<file path="src/rtl/scm_fifo_pkg.sv">
// Shared defaults and types for the scm65-backed FIFO controller.
// The optional direct-to-output bypass is enabled by defining SCM_FIFO_BYPASS_EN.
package scm_fifo_pkg;

  localparam int DEPTH_DEF = 16;
  localparam int AW_DEF    = 4;
  localparam int DW_DEF    = 16;

  typedef logic [AW_DEF-1:0] ptr_t;
  typedef logic [AW_DEF+1:0] count_t;

endpackage

</file>
<file path="src/rtl/scm_fifo_ostage.sv">
// Two-entry in-order output buffer that hides the macro read latency.
// OUT_DATA always comes from the head register, never straight from the macro.
module scm_fifo_ostage
  import scm_fifo_pkg::*;
#(
  parameter int DW = DW_DEF
) (
  input  logic          clk_i,
  input  logic          rst_ni,
  input  logic          cap_vld_i,
  input  logic [DW-1:0] cap_data_i,
  output logic          out_valid_o,
  input  logic          out_ready_i,
  output logic [DW-1:0] out_data_o,
  output logic [1:0]    occ_o
);

  logic [DW-1:0] head_q, head_d;
  logic [DW-1:0] tail_q, tail_d;
  logic [1:0]    occ_q, occ_d;
  logic          pop;

  assign out_valid_o = (occ_q != 2'd0);
  assign out_data_o  = head_q;
  assign occ_o       = occ_q;
  assign pop         = out_valid_o & out_ready_i;

  always_comb begin
    head_d = head_q;
    tail_d = tail_q;
    occ_d  = occ_q + {1'b0, cap_vld_i} - {1'b0, pop};
    case ({cap_vld_i, pop})
      2'b10: begin
        if (occ_q == 2'd0) head_d = cap_data_i;
        else               tail_d = cap_data_i;
      end
      2'b01: head_d = tail_q;
      2'b11: begin
        // With two held, the tail advances and the new word takes its slot.
        if (occ_q == 2'd2) begin
          head_d = tail_q;
          tail_d = cap_data_i;
        end else begin
          head_d = cap_data_i;
        end
      end
      default: ;
    endcase
  end

  always_ff @(posedge clk_i or negedge rst_ni) begin
    if (!rst_ni) begin
      head_q <= '0;
      tail_q <= '0;
      occ_q  <= 2'd0;
    end else begin
      head_q <= head_d;
      tail_q <= tail_d;
      occ_q  <= occ_d;
    end
  end

endmodule

</file>
<file path="src/rtl/scm_fifo_ctrl.sv">
// Synchronous FIFO controller around the 16x16 scm65 macro with valid/ready on both ends.
// Define SCM_FIFO_BYPASS_EN to let pushes into an idle FIFO skip the macro.
module scm_fifo_ctrl
  import scm_fifo_pkg::*;
#(
  parameter int DEPTH = DEPTH_DEF,
  parameter int AW    = AW_DEF,
  parameter int DW    = DW_DEF
) (
  input  logic          CLK,
  input  logic          RSTN,
  input  logic          IN_VALID,
  output logic          IN_READY,
  input  logic [DW-1:0] IN_DATA,
  output logic          OUT_VALID,
  input  logic          OUT_READY,
  output logic [DW-1:0] OUT_DATA,
  output logic          MEM_WE,
  output logic [AW-1:0] MEM_WADDR,
  output logic [DW-1:0] MEM_DIN,
  output logic          MEM_RE,
  output logic [AW-1:0] MEM_RADDR,
  input  logic [DW-1:0] MEM_DOUT,
  output logic [AW+1:0] COUNT,
  output logic          FULL,
  output logic          EMPTY
);

  localparam logic [AW:0] DEPTH_C = (AW+1)'(DEPTH);

  logic [AW-1:0] wptr_q, wptr_d;
  logic [AW-1:0] rptr_q, rptr_d;
  logic [AW:0]   mem_cnt_q, mem_cnt_d;
  logic          rd_inflight_q, rd_inflight_d;
  logic [1:0]    occ;
  logic [2:0]    pend;
  logic          pop, push, mem_push, byp, rd_issue, cap_vld;
  logic [DW-1:0] cap_data;

  // IN_READY is a pure function of registered state.
  assign IN_READY = (mem_cnt_q < DEPTH_C);
  assign FULL     = !IN_READY;
  assign pop      = OUT_VALID & OUT_READY;
  assign push     = IN_VALID & IN_READY & RSTN;

  // Words already owed to the output stage after this cycle's pop.
  assign pend     = {1'b0, occ} + {2'b0, rd_inflight_q} - {2'b0, pop};
  assign rd_issue = (mem_cnt_q != '0) && (pend < 3'd2);

`ifdef SCM_FIFO_BYPASS_EN
  logic [1:0] occ_left;
  assign occ_left = occ - {1'b0, pop};
  assign byp      = push && (mem_cnt_q == '0) && !rd_inflight_q && (occ_left < 2'd2);
`else
  assign byp      = 1'b0;
`endif

  assign mem_push = push & !byp;
  assign cap_vld  = rd_inflight_q | byp;
  assign cap_data = byp ? IN_DATA : MEM_DOUT;

  assign MEM_WE    = mem_push;
  assign MEM_WADDR = wptr_q;
  assign MEM_DIN   = IN_DATA;
  assign MEM_RE    = rd_issue;
  assign MEM_RADDR = rptr_q;

  assign COUNT = (AW+2)'(mem_cnt_q) + (AW+2)'(rd_inflight_q) + (AW+2)'(occ);
  assign EMPTY = (COUNT == '0);

  always_comb begin
    wptr_d        = wptr_q + AW'(mem_push);
    rptr_d        = rptr_q + AW'(rd_issue);
    mem_cnt_d     = mem_cnt_q + (AW+1)'(mem_push) - (AW+1)'(rd_issue);
    rd_inflight_d = rd_issue;
  end

  always_ff @(posedge CLK or negedge RSTN) begin
    if (!RSTN) begin
      wptr_q        <= '0;
      rptr_q        <= '0;
      mem_cnt_q     <= '0;
      rd_inflight_q <= 1'b0;
    end else begin
      wptr_q        <= wptr_d;
      rptr_q        <= rptr_d;
      mem_cnt_q     <= mem_cnt_d;
      rd_inflight_q <= rd_inflight_d;
    end
  end

  scm_fifo_ostage #(.DW(DW)) u_ostage (
    .clk_i       (CLK),
    .rst_ni      (RSTN),
    .cap_vld_i   (cap_vld),
    .cap_data_i  (cap_data),
    .out_valid_o (OUT_VALID),
    .out_ready_i (OUT_READY),
    .out_data_o  (OUT_DATA),
    .occ_o       (occ)
  );

endmodule

</file>
<file path="config.mk">
export PLATFORM = sky130hd
export DESIGN_NAME = scm_fifo_ctrl
export DESIGN_NICKNAME = d
export VERILOG_FILES = /design/src/rtl/scm_fifo_pkg.sv /design/src/rtl/scm_fifo_ostage.sv /design/src/rtl/scm_fifo_ctrl.sv
export SDC_FILE = /design/constraint.sdc
export NUM_CORES = 1
export LEC_CHECK = 0
export ABC_AREA = 1
export CORE_UTILIZATION = 45
export CTS_CLUSTER_DIAMETER = 60
export DETAILED_ROUTE_END_ITERATION = 8
export DONT_BUFFER_PORTS = 1
export PLACE_DENSITY = 0.6
export SYNTH_ARGS = -nofsm -noshare
export SYNTH_HDL_FRONTEND = slang
export SYNTH_HIERARCHICAL = 1
export SYNTH_SLANG_ARGS = --single-unit
</file>
<file path="constraint.sdc">
create_clock -name CLK -period 4.15 [get_ports CLK]
set_input_delay 0.415 -clock CLK [delete_from_list [all_inputs] [get_ports CLK]]
set_output_delay 0.415 -clock CLK [all_outputs]
set_load 0.1 [all_outputs]
</file>
# Word-level counts from Yosys, hierarchy flattened
# Index checks and enable logic that the tools add are counted.
dict set report totals {
  wordCells 45
  in_bits 36
  output_inout_bits 52
  reg_bits 48
}
dict set report op_classes {
  n_lt_le_gt_ge 2
  bitwise_logic 3
  reduce_logical 10
  n_eq_ne 7
  n_mux 6
  n_addsub 10
}
# operator count
set op_table {}
lappend op_table {{16-bit two-way mux} 4}
lappend op_table {{16-bit one-hot mux with 3 select lines} 1}
lappend op_table {{16-bit one-hot mux with 2 select lines} 1}
lappend op_table {{4-bit by 1-bit adder with 4-bit output} 2}
lappend op_table {{5-bit by 1-bit adder with 6-bit output} 1}
lappend op_table {{6-bit by 2-bit adder with 6-bit output} 1}
lappend op_table {{2-bit equality test (second input constant)} 3}
lappend op_table {{6-bit zero test} 1}
lappend op_table {{5-bit by 1-bit adder with 5-bit output} 1}
lappend op_table {{5-bit < comparator (second input constant)} 1}
lappend op_table {{5-bit nonzero test} 1}
lappend op_table {{5-bit by 1-bit subtractor with 5-bit output} 1}
lappend op_table {{2-bit by 1-bit != test with 1-bit output (second input constant)} 2}
lappend op_table {{2-bit nonzero test} 2}
lappend op_table {{2-bit by 1-bit adder with 3-bit output} 1}
lappend op_table {{1-bit AND} 3}
lappend op_table {{3-bit by 2-bit < comparator with 1-bit output (second input constant)} 1}
lappend op_table {{3-bit AND reduction} 1}
lappend op_table {{3-bit nonzero test} 1}
lappend op_table {{3-bit by 1-bit subtractor with 3-bit output} 1}
lappend op_table {{2-bit by 1-bit adder with 2-bit output} 1}
lappend op_table {{2-bit by 1-bit equality test with 1-bit output (second input constant)} 1}
lappend op_table {{2-bit zero test} 1}
lappend op_table {{2-bit != test (second input constant)} 1}
lappend op_table {{4 further kinds} 4}

# Depth between registers and ports, before layout
dict set report depth {
  ltp_word 6
  depth_mapped 18
}

# Modules after synthesis
# Netlist, hierarchy kept.
# module area_each_um2 instances seq_area_each_um2 cells_per_inst
set by_module_without_submodules {}
lappend by_module_without_submodules {scm_fifo_ostage 1811.7 1 850.8 226}
lappend by_module_without_submodules {scm_fifo_ctrl 1027.2 1 350.3 107}

# Worst setup path before layout
# Ideal clock, no wire load.
dict set report synth_path {
  path_type {flip-flop to flip-flop}
  startpoint {register u_ostage.occ_q[1], in the netlist u_ostage/occ_o[1]}
  endpoint {register mem_cnt_q[4]}
  setup_slack_ns -0.290
  path_stages_with_launch 19
  required_ns 4.070
  t_arrival_ns 4.360
  path_buffers 1
  synth_period_minus_slack_ns 4.440
  setup_ns 0.080
  cell_sequence {dfrtp_1 inv_1 nand2_8 buf_4 nand2_1 inv_1 ha_1 or2_2 fa_1 xnor2_1 and3_1 ha_1 inv_1 ha_1 inv_1 fa_1 nand3b_1 nand2_1 xnor2_1}
}
dict set report synth_between {
  elab_chain_len 6
  word_cells_on_any_way 7
  classes_between {3 x add/sub; 1 x order compare; 1 x bitwise; 2 x reduce/logical}
}
# element line
set synth_rtl {}
lappend synth_rtl {{start: declaration} scm_fifo_ostage.sv:20} ;# logic [1:0] occ_q, occ_d;
lappend synth_rtl {{start signal: assignment} scm_fifo_ostage.sv:55} ;# occ_q <= 2'd0;
lappend synth_rtl {{start signal: assignment} scm_fifo_ostage.sv:59} ;# occ_q <= occ_d;
lappend synth_rtl {{2-bit nonzero test} scm_fifo_ostage.sv:23} ;# assign out_valid_o = (occ_q != 2'd0);
lappend synth_rtl {{via OUT_VALID} scm_fifo_ctrl.sv:15} ;# output logic OUT_VALID,
lappend synth_rtl {{1-bit AND} scm_fifo_ctrl.sv:43} ;# assign pop = OUT_VALID & OUT_READY;
lappend synth_rtl {{3-bit by 1-bit subtractor with 3-bit output} scm_fifo_ctrl.sv:47} ;# assign pend = {1'b0, occ} + {2'b0, rd_inflight_q} - {2'b0, pop};
lappend synth_rtl {{3-bit by 2-bit < comparator with 1-bit output} scm_fifo_ctrl.sv:48} ;# assign rd_issue = (mem_cnt_q != '0) && (pend < 3'd2);
lappend synth_rtl {{1-bit logical AND} scm_fifo_ctrl.sv:48}
lappend synth_rtl {{via MEM_RE} scm_fifo_ctrl.sv:21} ;# output logic MEM_RE,
lappend synth_rtl {{5-bit by 1-bit subtractor with 5-bit output} scm_fifo_ctrl.sv:74} ;# mem_cnt_d = mem_cnt_q + (AW+1)'(mem_push) - (AW+1)'(rd_issue);
lappend synth_rtl {{via mem_cnt_d[4]} scm_fifo_ctrl.sv:33} ;# logic [AW:0] mem_cnt_q, mem_cnt_d;
lappend synth_rtl {{end signal: assignment} scm_fifo_ctrl.sv:87} ;# mem_cnt_q <= mem_cnt_d;
lappend synth_rtl {{end: declaration} scm_fifo_ctrl.sv:33}
# The timed path passes the listed nets, and every way through them passes these cells.
# A chain may end at the register's enable or synchronous reset.

# Worst setup path after layout
dict set report layout_path {
  startpoint {register u_ostage.occ_q[1], in the netlist u_ostage/occ_o[1]}
  endpoint {register mem_cnt_q[4]}
}
dict set report layout_between {
  elab_chain_len 6
  word_cells_on_any_way 7
  classes_between {3 x add/sub; 1 x order compare; 1 x bitwise; 2 x reduce/logical}
}
# element line
set layout_rtl {}
lappend layout_rtl {{parallel branches: the longest is 2 deep, another holds 2-bit by 1-bit adder with 3-bit output} --}
lappend layout_rtl {{3-bit by 1-bit subtractor with 3-bit output (*)} scm_fifo_ctrl.sv:47}
lappend layout_rtl {{3-bit by 2-bit < comparator with 1-bit output (*)} scm_fifo_ctrl.sv:48}
lappend layout_rtl {{1-bit logical AND (*)} scm_fifo_ctrl.sv:48}
lappend layout_rtl {{5-bit by 1-bit subtractor with 5-bit output (*)} scm_fifo_ctrl.sv:74}
lappend layout_rtl {{via mem_cnt_d[4]} scm_fifo_ctrl.sv:33}
# Mark *: on every way through the listed nets, which the timed path passes.

==> flow_summary.toml <==
[layout]
antenna_cells = 0
fin_nets = 377
final_core_util = 0.4883
syn_to_final_growth_pct = 3.041
drive_above_1_share = 0.1455
layoutNonFillerInstCount = 398
fillCellCount = 582

[timing]
rsz0062_at_grt = "no"
max-slew-margin-rel = 0.3623
finalHoldWorstSlack_ps = 245.2
min_period_ps = 3485
finalMaxSlewViolations = 0
fin_tns_setup_ps = 0
fin_worst_skew_ps = 6.065
fmax_ghz = 0.2870
fin_crit_sh = 0.8397
worst_pin_slew_ps = 956.5
setup_viol = 0
finalHoldViolCount = 0

[die]
die_w_um = 81.43
die_area_um2 = 6631
fp.dieH_um = 81.43
fp-row-count = 28
io_pins = 88
start_util = 0.4739
core-area_um2 = 5991

[synth]
synth_cell_types = 27
ys_seq_elements = 48
synthTopCellsByArea = "dfrtp_1, nand2_1, inv_1, ha_1, nand3_1"
synth_fp_nets = 388
synth_top_cell_area_share = 0.4231
syn_area_per_cell_um2 = 8.525
ys_seq_area_frac = 0.4231
synth_compound_gate_area_share = 0.005289
synth_adder_area_share = 0.09431
synthCells = 333
synthMuxAreaShare = 0
yosys.area.top_type = "dfrtp_1"
synth_simple_gate_area_frac = 0.3023
syn_area_um2 = 2839
yosys_warnings = 6
synthXorXnorAreaFrac = 0.02777
synth_top_family_by_area = "simple AND/OR/NAND/NOR gates"

[cts]
cts_tree = "done"
cts_hold_buf = 2
cts_setup_buffers = 0
clk_latency_ps = 300
cts_resized = 0
cts_buffers = 5
cts_sinks = 48
cts.htree.levels = 2
clockBufferDepth = 2
clk_pin_slew_ps = 90
cts-root-buf = "clkbuf_8"

[global_route]
grt_pass1_vias = 1978
grt-ovfl-total = 0
grt_use_total = 0.1830
grt_max_degree = 49
grt_pass1_wl_mm = 9.170
antenna_found_initial = 1

[worst_setup_path]
cp_data_required_time_ps = 4380
worst-path-max-fanout = 6
end_kind = "flop"
worstSetupStartpointType = "flop"
arrival_ps = 3710
crit_type = "reg -> reg"

[detailed_routing]
drt_pre_antenna_iters = 4
num_vias = 1979
postRouteAntennaNets = 0
drtIter0Drc = 103
drc_errors = 0
vias_per_cell = 4.972
wl_per_cell_um = 13.74
wl_mm = 5.470

[min_path]
hp-class = "in -> reg"

[flow_run]
drv_cap = 0

[place]
dp_hpwl_mm = 3.713
place_inst = 388
gp_congestion = 0.7938
port_buffers = 0

[run_status]
outcome = "finished, final reports clean"
-- cell families after synthesis --
family,after synthesis
adders and majority gates,19
DFF,48
xor gates and xnor gates,9
and+or+nand+nor,172
AOI/OAI and AO/OA,3
buffers and inverters,82
-- layout make-up --
class	count	area (um^2)	area share
flip-flops and latches	48	1201	0.4106
clock buffers	5	68.82	0.02352
clock inverters	3	42.54	0.01454
well taps	75	93.84	0.03208
multi-input cells	203	1224	0.4183
inverters	56	212.7	0.07271
repair buffers	8	82.58	0.02823
-- through the flow --
stage | setup slack, ps | instance area (um^2)
CTS | 643.8 | 2925
global route | 405.7 | 2925
global placement | 760.9 | 2776
detailed placement | 657.5 | 2776
finish | 665.2 | 2925
floorplan | 69.06 | 2840
-- cell usage after synthesis (all sizes together) --
library cell  count
a21oi             3
and3              1
buf              26
dfrtp            48
fa                4
ha               15
inv              56
nand2           106
nand3            38
nand3b            3
nand4            17
nor2              6
or2               1
xnor2             5
xor2              4
-- state kept, by name (all words and copies together) (netlist names) --
register and count:
MEM_RADDR 4, MEM_WADDR 4, cap_vld 1, mem_cnt_q 5, u_ostage/occ_o 2, u_ostage/out_data_o 16
u_ostage/tail_q 16
-- metal layers --
layer	track usage	share of wire	wire, um
met5	0	0	0
met4	0.05357	0.0049	27
met3	0.05778	0.071	386
met2	0.3125	0.49	2664
met1	0.2194	0.44	2392
-- final timing paths --
| path | from | to | slack, ps | cells after the start |
|---|---|---|---|---|
| min in group asynchronous | RSTN | u_ostage/out_data_o[8]$_DFFE_PN0P_ | 610 | 2 |
| worst max-delay path | u_ostage/occ_o[1]$_DFF_PN0_ | mem_cnt_q[4]$_DFF_PN0_ | 670 | 17 |
| worst max register to register | u_ostage/occ_o[1]$_DFF_PN0_ | mem_cnt_q[4]$_DFF_PN0_ | 670 | 17 |
| max in group asynchronous | RSTN | u_ostage/occ_o[1]$_DFF_PN0_ | 3320 | 2 |
| worst min-delay path | MEM_DOUT[8] | u_ostage/tail_q[8]$_DFFE_PN0P_ | 250 | 2 |
| worst min register to register | u_ostage/tail_q[8]$_DFFE_PN0P_ | u_ostage/tail_q[8]$_DFFE_PN0P_ | 480 | 2 |
-- cells in the final DEF, fill, tap and decap left out, drive strengths merged --
cell type    synthesis  final
a21oi                3      3
and3                 1      1
buf                 26      7
bufinv               0      1
clkbuf               0      5
clkinv               0      1
clkinvlp             0      1
dfrtp               48     48
dlygate4sd3          0      1
fa                   4      4
ha                  15     15
inv                 56     56
nand2              106    106
nand3               38     38
nand3b               3      3
nand4               17     17
nor2                 6      6
or2                  1      1
xnor2                5      5
xor2                 4      4
-- worst max-delay path, stage by stage (launching register included) --
cell	delay [ps]
dfrtp_1	480
inv_1	200
nand2_8	50
nand2_1	60
inv_1	40
ha_1	250
or2_2	300
fa_1	380
xnor2_1	130
and3_2	220
ha_1	290
inv_1	60
ha_1	150
inv_1	50
fa_1	390
nand3b_1	170
nand2_1	80
xnor2_1	110
Power is not shown: default switching activity piles up to over one toggle a cycle in this logic, so the estimate is an artifact.
